`config.mk`:
```
export PLATFORM = sky130hd
export DESIGN_NAME = reg_cmd_master
export DESIGN_NICKNAME = d
export VERILOG_FILES = /design/src/rtl/reg_cmd_master.sv
export SDC_FILE = /design/constraint.sdc
export NUM_CORES = 1
export LEC_CHECK = 0
export ABC_AREA = 1
export BUFFER_PORTS_ARGS = -buffer_cell sky130_fd_sc_hd__buf_2
export CORE_MARGIN = 2
export CORE_UTILIZATION = 35
export DETAILED_ROUTE_END_ITERATION = 8
export PLACE_DENSITY_LB_ADDON = 0.2
export SLEW_MARGIN = 20
export SYNTH_ARGS = -nofsm -noshare
export SYNTH_HDL_FRONTEND = slang
export SYNTH_SLANG_ARGS = --single-unit
```
`constraint.sdc`:
```
create_clock -name CLK -period 1.2 [get_ports CLK]
set_clock_uncertainty 0.05 [all_clocks]
set_input_delay 0.12 -clock CLK [delete_from_list [all_inputs] [get_ports CLK]]
set_output_delay 0.12 -clock CLK [all_outputs]
set_load 0.1 [all_outputs]
```
`src/rtl/reg_cmd_master.sv`:
```
// Byte-serial command master: parses write/read frames and drives one register-file access per frame.
// Optional build macro REG_CMD_ADDR_CHECK_EN aborts frames whose address byte has bits above ADDR_WIDTH set.
module reg_cmd_master #(
  parameter int         REG_WIDTH  = 16,
  parameter int         ADDR_WIDTH = 3,
  parameter logic [7:0] WR_CMD     = 8'hAA,
  parameter logic [7:0] RD_CMD     = 8'hBB
) (
  input  logic                  CLK,
  input  logic                  RST,
  input  logic [7:0]            RX_Data,
  input  logic                  RX_Valid,
  input  logic [REG_WIDTH-1:0]  RdData,
  input  logic                  TX_Ready,
  output logic                  WrEn,
  output logic                  RdEn,
  output logic [ADDR_WIDTH-1:0] Address,
  output logic [REG_WIDTH-1:0]  WrData,
  output logic [7:0]            TX_Data,
  output logic                  TX_Valid,
  output logic                  Busy,
  output logic                  Cmd_Err,
  output logic                  Overrun
);

  localparam int NB    = REG_WIDTH / 8;
  localparam int CNT_W = (NB > 1) ? $clog2(NB) : 1;

  typedef enum logic [2:0] {
    IDLE, GET_ADDR, GET_WDATA, WRITE, READ_REQ, READ_WAIT, SEND
  } state_t;

  state_t               state, next_state;
  logic                 wr_flag;
  logic [CNT_W-1:0]     byte_cnt;
  logic [REG_WIDTH-1:0] tx_shift;
  logic                 last_byte, tx_fire, addr_bad, cmd_err_d, overrun_d;

  // byte_cnt is shared: it counts write-data bytes in GET_WDATA and sent bytes in SEND.
  assign last_byte = (byte_cnt == CNT_W'(NB - 1));
  assign tx_fire   = TX_Valid && TX_Ready;

`ifdef REG_CMD_ADDR_CHECK_EN
  assign addr_bad = (ADDR_WIDTH < 8) && ((RX_Data >> ADDR_WIDTH) != 8'd0);
`else
  assign addr_bad = 1'b0;
`endif

  always_ff @(posedge CLK or negedge RST) begin
    if (!RST) state <= IDLE;
    else      state <= next_state;
  end

  // NOTE: every always_comb output gets a default first so no path can infer a latch.
  always_comb begin
    next_state = state;
    cmd_err_d  = 1'b0;
    overrun_d  = 1'b0;
    unique case (state)
      IDLE: if (RX_Valid) begin
        if (RX_Data == WR_CMD || RX_Data == RD_CMD) next_state = GET_ADDR;
        else                                         cmd_err_d  = 1'b1;
      end
      GET_ADDR: if (RX_Valid) begin
        if (addr_bad) begin
          next_state = IDLE;
          cmd_err_d  = 1'b1;
        end else begin
          next_state = wr_flag ? GET_WDATA : READ_REQ;
        end
      end
      GET_WDATA: if (RX_Valid && last_byte) next_state = WRITE;
      WRITE: begin
        next_state = IDLE;
        overrun_d  = RX_Valid;
      end
      READ_REQ: begin
        next_state = READ_WAIT;
        overrun_d  = RX_Valid;
      end
      READ_WAIT: begin
        next_state = SEND;
        overrun_d  = RX_Valid;
      end
      SEND: begin
        overrun_d = RX_Valid;
        if (tx_fire && last_byte) next_state = IDLE;
      end
      default: next_state = IDLE;
    endcase
  end

  // Strobes are decoded from next_state so they are registered yet line up with the state.
  // NOTE: sequential state uses non-blocking assignments so every flop samples pre-edge values.
  always_ff @(posedge CLK or negedge RST) begin
    if (!RST) begin
      WrEn     <= 1'b0;
      RdEn     <= 1'b0;
      Address  <= '0;
      WrData   <= '0;
      TX_Data  <= '0;
      TX_Valid <= 1'b0;
      Busy     <= 1'b0;
      Cmd_Err  <= 1'b0;
      Overrun  <= 1'b0;
      wr_flag  <= 1'b0;
      byte_cnt <= '0;
      tx_shift <= '0;
    end else begin
      WrEn    <= (next_state == WRITE);
      RdEn    <= (next_state == READ_REQ);
      Busy    <= (next_state != IDLE);
      Cmd_Err <= cmd_err_d;
      Overrun <= overrun_d;
      unique case (state)
        IDLE: begin
          byte_cnt <= '0;
          if (RX_Valid) wr_flag <= (RX_Data == WR_CMD);
        end
        GET_ADDR: if (RX_Valid && !addr_bad) Address <= RX_Data[ADDR_WIDTH-1:0];
        GET_WDATA: if (RX_Valid) begin
          for (int k = 0; k < NB; k++)
            if (byte_cnt == CNT_W'(k)) WrData[8*k +: 8] <= RX_Data;
          byte_cnt <= last_byte ? '0 : byte_cnt + CNT_W'(1);
        end
        READ_WAIT: begin
          TX_Data  <= RdData[7:0];
          tx_shift <= RdData >> 8;
          TX_Valid <= 1'b1;
          byte_cnt <= '0;
        end
        SEND: if (tx_fire) begin
          if (last_byte) begin
            TX_Valid <= 1'b0;
            byte_cnt <= '0;
          end else begin
            TX_Data  <= tx_shift[7:0];
            tx_shift <= tx_shift >> 8;
            byte_cnt <= byte_cnt + CNT_W'(1);
          end
        end
        default: ;
      endcase
    end
  end

endmodule

```
Word-level counts from Yosys, hierarchy flattened --
Cells that the tools add are included.
Storage, ports and cells: flip-flop bits (word level) 54, output and inout port bits 33, word-level logic and storage cells 71
Cells by class: add/sub/neg operators 1, eq/ne operators 14, multiplexer cells 24, bitwise gates (word level) 1, reductions and logical operators 17
Operator list (count):
- $mux 16 | 2
- $pmux 16 s2 | 1
- $mux 3 | 6
- $pmux 3 s6 | 1
- $eq 8x8->1 const B | 2
- $mux 8 | 2
- $pmux 8 s2 | 1
- $reduce_and 3->1 | 5
- $eq 3x3->1 const B | 4
- $eq 3x2->1 const B | 3
- $mux 1 | 9
- $ne 2x2->1 const B | 4
- $reduce_bool 3->1 | 2
- $reduce_and 2->1 | 2
- $reduce_or 4->1 | 1
- $eq 3x1->1 const B | 1
- $logic_and 1x1->1 | 3
- $logic_not 3->1 | 1
- $pmux 1 s3 | 1
- $pmux 1 s2 | 1
- $reduce_bool 2->1 | 1
- $reduce_or 2->1 | 1
- $add 1x1->1 const B | 1
- $logic_or 1x1->1 | 1
- $not 1->1 | 1

Logic depth before layout (Yosys ltp) --
Gate-level depths: netlist of the first run.
depth in word-level cells 6, gate-level depth with buffers 8

Worst setup path after synthesis of the first run --
No wires, ideal clock.
kind register to register, start point register TX_Valid, end point register TX_Data[4], setup time 0.074 ns, data arrival time 1.688 ns, setup slack -0.612 ns, cell stages (with the launch flop) 8, path buffers 1, clock period less this slack 1.812 ns, path through dfrtp_1 > nand2_1 > nor2_1 > nand2_2 > nand2_4 > buf_6 > nor2_1 > a21oi_2
Between the ends: longest elaborated chain between the ends 3
Ends and longest elaborated chain:
- start, declared | RTL line 20 | output logic TX_Valid,
- start signal, assigned | RTL line 102 | TX_Valid <= 1'b0;
- start signal, assigned | RTL line 129 | TX_Valid <= 1'b1;
- start signal, assigned | RTL line 134 | TX_Valid <= 1'b0;
- $logic_and 1x1->1 | RTL line 41 | assign tx_fire = TX_Valid && TX_Ready;
- $ne 2x2->1 (no line)
- $reduce_and 3->1 (no line)
- end signal, assigned | RTL line 127 | TX_Data <= RdData[7:0];
- end signal, assigned | RTL line 137 | TX_Data <= tx_shift[7:0];
- end, declared | RTL line 19 | output logic [7:0] TX_Data,
Every way passes these cells. A chain may end at the register's enable or synchronous reset.

Final worst setup path of the first run --
start point register state[0], end point register TX_Data[0]
Between the ends: longest elaborated chain between the ends 3, elaborated cells between the ends (all ways) 7
Ends and longest elaborated chain:
- start, declared | RTL line 33 | state_t state, next_state;
- start signal, assigned | RTL line 51 | else state <= next_state;
- $eq 3x3->1 | RTL line 115 | unique case (state)
- $ne 2x2->1 (no line) / $reduce_bool 2->1 (equally long branches)
- $reduce_and 3->1 (no line)
Several ways; a longest one is shown, not always the timed one.

==> run_summary.xml, run 1 <==
<?xml version="1.0" encoding="UTF-8"?>
<metrics>
  <group name="synth">
    <metric name="synth_edf_count" unit="">0</metric>
    <metric name="primary_flip_flop_cell_chosen_by_synthesis_mapping" unit="">sky130_fd_sc_hd__dfrtp_1</metric>
    <metric name="ys.warnings.count" unit="">0</metric>
    <metric name="yosys.cell_count.top_type" unit="">sky130_fd_sc_hd__dfrtp_1</metric>
    <metric name="ys_types" unit="">25</metric>
    <metric name="ys_ff_latch" unit="">46</metric>
    <metric name="synth.avg_cell_area" unit="sq um">9.300</metric>
    <metric name="syn-cell-area" unit="sq um">2083</metric>
    <metric name="async_reset_ff_frac" unit="">1.000</metric>
    <metric name="sequential_cell_area_fraction_in_the_yosys_report" unit="">0.5526</metric>
    <metric name="synth_top_cell_by_area" unit="">sky130_fd_sc_hd__dfrtp_1</metric>
    <metric name="ys_top_cells_by_area" unit="">sky130_fd_sc_hd__dfrtp_1 (55%), sky130_fd_sc_hd__nand2_1 (8.1%), sky130_fd_sc_hd__o21ai_2 (6.7%), sky130_fd_sc_hd__inv_1 (5.4%), sky130_fd_sc_hd__o21ai_0 (4.8%)</metric>
    <metric name="synth.net_count" unit="">252</metric>
    <metric name="syn-instance-count" unit="">224</metric>
    <metric name="netlist.area_leader.share" unit="">0.5526</metric>
    <metric name="post_synth_most_frequent_cells" unit="">sky130_fd_sc_hd__dfrtp_1 (46), sky130_fd_sc_hd__nand2_1 (45), sky130_fd_sc_hd__inv_1 (30), sky130_fd_sc_hd__o21ai_0 (20)</metric>
  </group>
  <group name="global_route">
    <metric name="grt_pass1_wl" unit="um">9177</metric>
    <metric name="grt_pass1_vias" unit="">1870</metric>
    <metric name="globalRouteMet2Util" unit="">0.3174</metric>
    <metric name="grt_max_degree" unit="">47</metric>
    <metric name="grt.met3_usage" unit="">0.04000</metric>
    <metric name="grt_remaining_overflow" unit="">0</metric>
    <metric name="gr-usage-all-layers" unit="">0.1865</metric>
    <metric name="groute.layer.met1.usage" unit="">0.2329</metric>
    <metric name="number_of_antenna_violations_at_the_first_check_in_global_routing" unit="">0</metric>
    <metric name="grt_most_used_layer" unit="">met2</metric>
  </group>
  <group name="placed_design">
    <metric name="final_wtd_congestion" unit="">0.7639</metric>
    <metric name="place.port_buffers" unit="">60</metric>
    <metric name="hpwlAfterDp" unit="um">3337</metric>
  </group>
  <group name="timing">
    <metric name="timing_hold_violations_final" unit="">0</metric>
    <metric name="timing_worst_slew_pin_value" unit="ns">0.2747</metric>
    <metric name="relSlewSlack" unit="">0.8162</metric>
    <metric name="setup_viol" unit="">42</metric>
    <metric name="fmaxAchievable" unit="MHz">740.9</metric>
    <metric name="final.min_clock_period" unit="ns">1.350</metric>
    <metric name="final-max-slew-violation-count" unit="">0</metric>
    <metric name="finalWorstSetupSlack" unit="ns">-0.1497</metric>
    <metric name="fin_crit_sh" unit="">1.125</metric>
    <metric name="grt_setup_unrepaired" unit="">true</metric>
  </group>
  <group name="worst_setup_path">
    <metric name="critical_path_peak_fanout" unit="">6</metric>
    <metric name="timing.critical_path.required" unit="ns">1.34</metric>
    <metric name="timing.critical_path.arrival" unit="ns">1.49</metric>
    <metric name="reg2reg_depth" unit="">7</metric>
    <metric name="worstPathCellList" unit="">inv_2 -&gt; buf_6 -&gt; nand3_4 -&gt; inv_8 -&gt; nand2_8 -&gt; nand2_4 -&gt; a21oi_2</metric>
    <metric name="path_class" unit="">reg2reg</metric>
    <metric name="cpPeakStageDelay" unit="ns">0.40</metric>
    <metric name="cp_slowest_cell" unit="">sky130_fd_sc_hd__dfrtp_1</metric>
    <metric name="crit_path_end_kind" unit="">register</metric>
    <metric name="startpoint_type" unit="">register</metric>
  </group>
  <group name="die">
    <metric name="die_width" unit="um">81.15</metric>
    <metric name="start_util" unit="">0.3561</metric>
    <metric name="num_rows" unit="">28</metric>
    <metric name="core_area" unit="sq um">5851</metric>
    <metric name="die_h" unit="um">81.15</metric>
    <metric name="boundaryPins" unit="">61</metric>
    <metric name="floorplan.die_area" unit="sq um">6585</metric>
  </group>
  <group name="drt">
    <metric name="totalWireLength" unit="um">5597</metric>
    <metric name="wl_per_cell" unit="um">14.24</metric>
    <metric name="drcViolationCount" unit="">0</metric>
    <metric name="first_iter_violations" unit="">61</metric>
    <metric name="routed-via-count" unit="">1874</metric>
    <metric name="post_drt_via_cell_ratio" unit="">4.768</metric>
    <metric name="drtAntennaViolNets" unit="">0</metric>
    <metric name="detail_route.first_pass.iterations" unit="">4</metric>
  </group>
  <group name="final_layout">
    <metric name="drive_gt1_frac" unit="">0.6509</metric>
    <metric name="final_nets" unit="">345</metric>
    <metric name="layout.core_utilization" unit="">0.6441</metric>
    <metric name="total_inserted_antenna_cells" unit="">0</metric>
    <metric name="areaGrowthSynthToFinish" unit="%">80.90</metric>
  </group>
  <group name="clocking">
    <metric name="tritoncts" unit="">yes</metric>
    <metric name="clkLatencyLatePin" unit="ns">0.30</metric>
    <metric name="cell_at_the_root_of_the_clock_tree" unit="">sky130_fd_sc_hd__clkbuf_8</metric>
    <metric name="clock-sinks" unit="">46</metric>
    <metric name="numCtsBuffers" unit="">5</metric>
    <metric name="clk_path_buf_depth" unit="">2</metric>
    <metric name="number_of_h_tree_levels" unit="">2</metric>
    <metric name="worst_setup_hold_path_clk_slew" unit="ns">0.09</metric>
  </group>
  <group name="min_path">
    <metric name="min_path_cells" unit="">3</metric>
    <metric name="hp-class" unit="">in2reg</metric>
  </group>
  <group name="flow_run">
    <metric name="timing.max_cap.violations" unit="">0</metric>
  </group>
  <group name="status">
    <metric name="violations_in_the_final_reports" unit="">negative setup slack</metric>
    <metric name="status" unit="">finished with violations</metric>
  </group>
</metrics>
==> path summary, 6_finish.rpt <==
| check | startpoint | endpoint | slack (ns) |
|---|---|---|---|
| setup / recovery | state[0]$_DFF_PN0_ | TX_Data[0]$_DFFE_PN0P_ | -0.15 |
| hold / removal | RdData[12] | tx_shift[4]$_DFFE_PN0P_ | 0.02 |
| setup reg to reg | state[0]$_DFF_PN0_ | TX_Data[0]$_DFFE_PN0P_ | -0.15 |
| hold reg to reg | WrData[1]$_DFFE_PN0P_ | WrData[1]$_DFFE_PN0P_ | 0.48 |
| max in group asynchronous | RST | WrData[3]$_DFFE_PN0P_ | 0.58 |
| min in group asynchronous | RST | TX_Data[0]$_DFFE_PN0P_ | 0.27 |
==> cell usage in the layout, fill, tap and decap left out, types with 2 or more instances in the layout <==
master / n
sky130_fd_sc_hd__buf_12: 39
sky130_fd_sc_hd__o21ai_2: 31
sky130_fd_sc_hd__inv_1: 28
sky130_fd_sc_hd__dfrtp_1: 27
sky130_fd_sc_hd__buf_2: 27
sky130_fd_sc_hd__nand2_1: 23
sky130_fd_sc_hd__dfrtp_2: 18
sky130_fd_sc_hd__buf_4: 15
sky130_fd_sc_hd__nand2_4: 13
sky130_fd_sc_hd__nand3_1: 13
sky130_fd_sc_hd__nand2_2: 11
sky130_fd_sc_hd__nor2_2: 10
sky130_fd_sc_hd__a21oi_2: 8
sky130_fd_sc_hd__clkbuf_8: 6
sky130_fd_sc_hd__nand3_4: 5
sky130_fd_sc_hd__nor2_4: 4
sky130_fd_sc_hd__nor2_1: 4
sky130_fd_sc_hd__o21ai_1: 4
sky130_fd_sc_hd__nand2_8: 4
sky130_fd_sc_hd__buf_6: 4
sky130_fd_sc_hd__nand3_2: 3
sky130_fd_sc_hd__buf_16: 3
sky130_fd_sc_hd__inv_2: 2
sky130_fd_sc_hd__nand4_1: 2
sky130_fd_sc_hd__nor3_1: 2
sky130_fd_sc_hd__o21ai_0: 2
==> final cells by class <==
class                   count  area [sq um]
multi-input cells         143          1107
fillers                   464          2082
flip-flops and latches     46          1177
clock inverters             1         5.005
well taps                  75         93.84
clock buffers               7         86.33
inverters                  32         132.6
repair buffers             89          1166
==> timing repair <==
item | in CTS | in global routing
pin swaps | 19 | 6
gates cloned | 6 | 1
gates resized for setup | 73 | 34
setup endpoints to repair | 43 | 46
endpoints found under the hold margin | 46 | 0
setup buffers | 6 | 1
hold buffers | 1 | 0
==> kinds of logic after synthesis <==
logic type / count (synthesis) / share of synthesized area
AO/OA/AOI/OAI: 49 / 0.1568
buffers and inverters: 39 / 0.09009
flip-flops: 46 / 0.5526
AND/OR/NAND/NOR: 90 / 0.2006
==> routing by layer <==
metal | part of all wire | vias to the layer above
li1 | - | 915
met2 | 0.52 | 65
met3 | 0.058 | 6
met5 | 0 | -
met4 | 0.014 | 0
met1 | 0.41 | 888
==> critical path: cells and delay by family (launching register included) <==
kind / cells / cell delay [ns]
flip-flops: 1 / 0.40
AND/OR/NAND/NOR: 3 / 0.37
buffers and inverters: 3 / 0.34
AO/OA/AOI/OAI: 1 / 0.07
==> flip-flops by register name, summed over array words and instances (netlist names) <==
register,count
Address,3
Busy,1
Cmd_Err,1
Overrun,1
RdEn,1
TX_Data,8
TX_Valid,1
WrData,16
WrEn,1
byte_cnt,1
state,3
tx_shift,8
wr_flag,1
==> stage by stage <==
step / setup WS (ns) / setup TNS, ns / std cells / instance area, sq um / hold WS, ns
floorplan: -0.1418 / -2.246 / 224 / 2132 / -0.2256
global placement: -0.1353 / -3.577 / 370 / 3142 / 0.07480
detailed placement: -0.1881 / -5.095 / 370 / 3142 / 0.07569
CTS: -0.1354 / -3.548 / 391 / 3641 / 0.006372
global route: -0.2071 / -6.893 / 393 / 3769 / 0.02826
finish: -0.1497 / -4.197 / 393 / 3769 / 0.01666
Power of run 1 is left out: the tool's default activity adds up to more than one toggle a clock period on the data nets, which glitch-free logic cannot reach.
==> run 2: changes to the inputs <==
--- a/config.mk
+++ b/config.mk
@@ -10,7 +10,7 @@
 export CORE_MARGIN = 2
 export CORE_UTILIZATION = 35
 export DETAILED_ROUTE_END_ITERATION = 8
-export PLACE_DENSITY_LB_ADDON = 0.2
+export PLACE_DENSITY = 0.58
 export SLEW_MARGIN = 20
 export SYNTH_ARGS = -nofsm -noshare
 export SYNTH_HDL_FRONTEND = slang
==> constraint.sdc (replaced) <==
create_clock -name CLK -period 1.3 [get_ports CLK]
set_clock_uncertainty 0.05 [all_clocks]
set_input_delay 0.13 -clock CLK [delete_from_list [all_inputs] [get_ports CLK]]
set_output_delay 0.13 -clock CLK [all_outputs]
set_load 0.1 [all_outputs]
==> run_summary.xml, run 2 (synthesis gave the netlist of run 1 again) <==
<?xml version="1.0" encoding="UTF-8"?>
<metrics>
  <group name="status">
    <metric name="status" unit="">finished with violations</metric>
    <metric name="violations_in_the_final_reports" unit="">negative setup slack</metric>
  </group>
  <group name="timing">
    <metric name="final-max-slew-violation-count" unit="">0</metric>
    <metric name="finalWorstSetupSlack" unit="ns">-0.05094</metric>
    <metric name="fin_crit_sh" unit="">1.039</metric>
    <metric name="grt_setup_unrepaired" unit="">true</metric>
    <metric name="fmaxAchievable" unit="MHz">740.2</metric>
    <metric name="setup_tns" unit="ns">-0.4642</metric>
    <metric name="timing_worst_slew_pin_value" unit="ns">0.4898</metric>
    <metric name="relSlewSlack" unit="">0.6757</metric>
    <metric name="final.min_clock_period" unit="ns">1.351</metric>
    <metric name="timing_hold_violations_final" unit="">0</metric>
    <metric name="setup_viol" unit="">23</metric>
  </group>
  <group name="worst_setup_path">
    <metric name="timing.critical_path.arrival" unit="ns">1.48</metric>
    <metric name="reg2reg_depth" unit="">7</metric>
    <metric name="startpoint_type" unit="">register</metric>
    <metric name="r2r-end" unit="">WrData[13]$_DFFE_PN0P_</metric>
    <metric name="setup.reg_to_reg.worst_slack" unit="ns">-0.05</metric>
    <metric name="timing.critical_path.required" unit="ns">1.43</metric>
    <metric name="crit_path_end_kind" unit="">register</metric>
    <metric name="path_class" unit="">reg2reg</metric>
    <metric name="critical_path_peak_fanout" unit="">8</metric>
    <metric name="rr_startpoint" unit="">state[0]$_DFF_PN0_</metric>
  </group>
  <group name="global_route">
    <metric name="grt_pass1_vias" unit="">1741</metric>
    <metric name="grt_max_degree" unit="">34</metric>
    <metric name="gr-usage-all-layers" unit="">0.1656</metric>
    <metric name="grt_remaining_overflow" unit="">0</metric>
    <metric name="grt_pass1_wl" unit="um">8390</metric>
    <metric name="number_of_antenna_violations_at_the_first_check_in_global_routing" unit="">0</metric>
  </group>
  <group name="drt">
    <metric name="first_iter_violations" unit="">91</metric>
    <metric name="drcViolationCount" unit="">0</metric>
    <metric name="drtAntennaViolNets" unit="">0</metric>
    <metric name="wl_per_cell" unit="um">12.98</metric>
    <metric name="totalWireLength" unit="um">4984</metric>
    <metric name="post_drt_via_cell_ratio" unit="">4.628</metric>
    <metric name="detail_route.first_pass.iterations" unit="">4</metric>
    <metric name="routed-via-count" unit="">1777</metric>
  </group>
  <group name="final_layout">
    <metric name="final_nets" unit="">337</metric>
    <metric name="max_reg_flops" unit="">16</metric>
    <metric name="mostFrequentLayoutCell" unit="">sky130_fd_sc_hd__dfrtp_1</metric>
    <metric name="drive_gt1_frac" unit="">0.4887</metric>
    <metric name="total_inserted_antenna_cells" unit="">0</metric>
    <metric name="largest_register" unit="">WrData</metric>
    <metric name="areaGrowthSynthToFinish" unit="%">44.74</metric>
    <metric name="layout.cells.most_common_list" unit="">sky130_fd_sc_hd__dfrtp_1 (43), sky130_fd_sc_hd__buf_2 (42), sky130_fd_sc_hd__nand2_1 (29)</metric>
    <metric name="biggest_regs" unit="">WrData (16), TX_Data (8), tx_shift (8)</metric>
  </group>
  <group name="placed_design">
    <metric name="detailedPlace.worstSlack" unit="ns">-0.1005</metric>
    <metric name="hpwlAfterDp" unit="um">3293</metric>
    <metric name="final_wtd_congestion" unit="">0.8430</metric>
    <metric name="place.port_buffers" unit="">60</metric>
  </group>
  <group name="die">
    <metric name="start_util" unit="">0.3561</metric>
    <metric name="boundaryPins" unit="">61</metric>
    <metric name="core_area" unit="sq um">5851</metric>
    <metric name="floorplan.die_area" unit="sq um">6585</metric>
    <metric name="die_width" unit="um">81.15</metric>
    <metric name="num_rows" unit="">28</metric>
    <metric name="die_h" unit="um">81.15</metric>
  </group>
  <group name="clocking">
    <metric name="numCtsBuffers" unit="">5</metric>
    <metric name="clock-sinks" unit="">46</metric>
    <metric name="number_of_h_tree_levels" unit="">2</metric>
    <metric name="cell_at_the_root_of_the_clock_tree" unit="">sky130_fd_sc_hd__clkbuf_8</metric>
    <metric name="clk_path_buf_depth" unit="">2</metric>
    <metric name="worst_setup_hold_path_clk_slew" unit="ns">0.09</metric>
    <metric name="clkLatencyLatePin" unit="ns">0.29</metric>
    <metric name="tritoncts" unit="">yes</metric>
  </group>
  <group name="min_path">
    <metric name="min_path_cells" unit="">3</metric>
    <metric name="hp-class" unit="">in2reg</metric>
    <metric name="hold_path_end" unit="">tx_shift[7]$_DFFE_PN0P_</metric>
    <metric name="worst_hold_startpoint" unit="">RdData[15]</metric>
  </group>
  <group name="flow_run">
    <metric name="timing.max_cap.violations" unit="">0</metric>
  </group>
</metrics>
==> run 2: cell count changes in the layout (fill, tap and decap cells not counted), sizes merged <==
cell	previous run	this run
clkbuf	7	21
inv	31	32
clkinv	2	0
nand2	51	50
buf	88	67
==> run 2: how the worst max path moves through the flow <==
| stage | from | to | slack (ns) |
|---|---|---|---|
| after floorplan | TX_Valid$_DFFE_PN0P_ | TX_Data[4]$_DFFE_PN0P_ | -0.04 |
| after global placement | state[0]$_DFF_PN0_ | WrData[2]$_DFFE_PN0P_ | -0.09 |
| after detailed placement | state[0]$_DFF_PN0_ | WrData[6]$_DFFE_PN0P_ | -0.10 |
| after CTS | state[0]$_DFF_PN0_ | WrData[15]$_DFFE_PN0P_ | -0.04 |
| after global routing | state[0]$_DFF_PN0_ | byte_cnt$_DFFE_PN0P_ | -0.14 |
| final | state[0]$_DFF_PN0_ | WrData[13]$_DFFE_PN0P_ | -0.05 |
==> run 2: routing by layer <==
| layer | GRT usage | part of all wire | up-vias | wire, um |
|---|---|---|---|---|
| met3 | 0.04333 | 0.061 | 4 | 303 |
| met1 | 0.2178 | 0.45 | 826 | 2240 |
| met4 | 0.04237 | 0.0072 | 0 | 36 |
| li1 | - | - | 896 | - |
| met5 | 0 | 0 | - | 0 |
| met2 | 0.2719 | 0.48 | 51 | 2403 |
==> run 2: what timing repair did <==
| action | 4_1_cts | 5_1_grt |
|---|---|---|
| resized for setup | 31 | 41 |
| endpoints found under the setup margin | 39 | 47 |
| cloned | 3 | 1 |
| setup buffers | 2 | 3 |
| pin swaps | 6 | 5 |
| endpoints found under the hold margin | 13 | 0 |
| hold buffers | 1 | 0 |
==> run 2: final cells by class <==
cell class                      count  area (sq um)
Fill cell                         560          2835
Sequential cell                    46          1157
Multi-Input combinational cell    142         947.2
Timing Repair Buffer               82         608.1
Inverter                           32         122.6
Tap cell                           75         93.84
Clock buffer                        7         86.33
==> run 2: worst max-delay path: stages (launching register included) <==
cell and delay [ns]:
sky130_fd_sc_hd__dfrtp_1 0.40, sky130_fd_sc_hd__inv_2 0.11, sky130_fd_sc_hd__nand2_4 0.07, sky130_fd_sc_hd__nor2_4 0.21, sky130_fd_sc_hd__nand2_4 0.13, sky130_fd_sc_hd__buf_12 0.17
sky130_fd_sc_hd__nand2_4 0.05, sky130_fd_sc_hd__o21ai_2 0.05
==> run 2: stage by stage <==
step	instances	cell area, sq um	hold WS [ns]	utilization
floorplan	224	2097	-0.2156	-
global placement	367	2604	0.004762	0.4450
detailed placement	367	2604	0.002144	0.4450
CTS	380	2845	0.02125	0.4863
global route	384	3015	0.04632	0.5154
finish	384	3015	0.02433	0.5154
Power of run 2 is left out for the same reason.
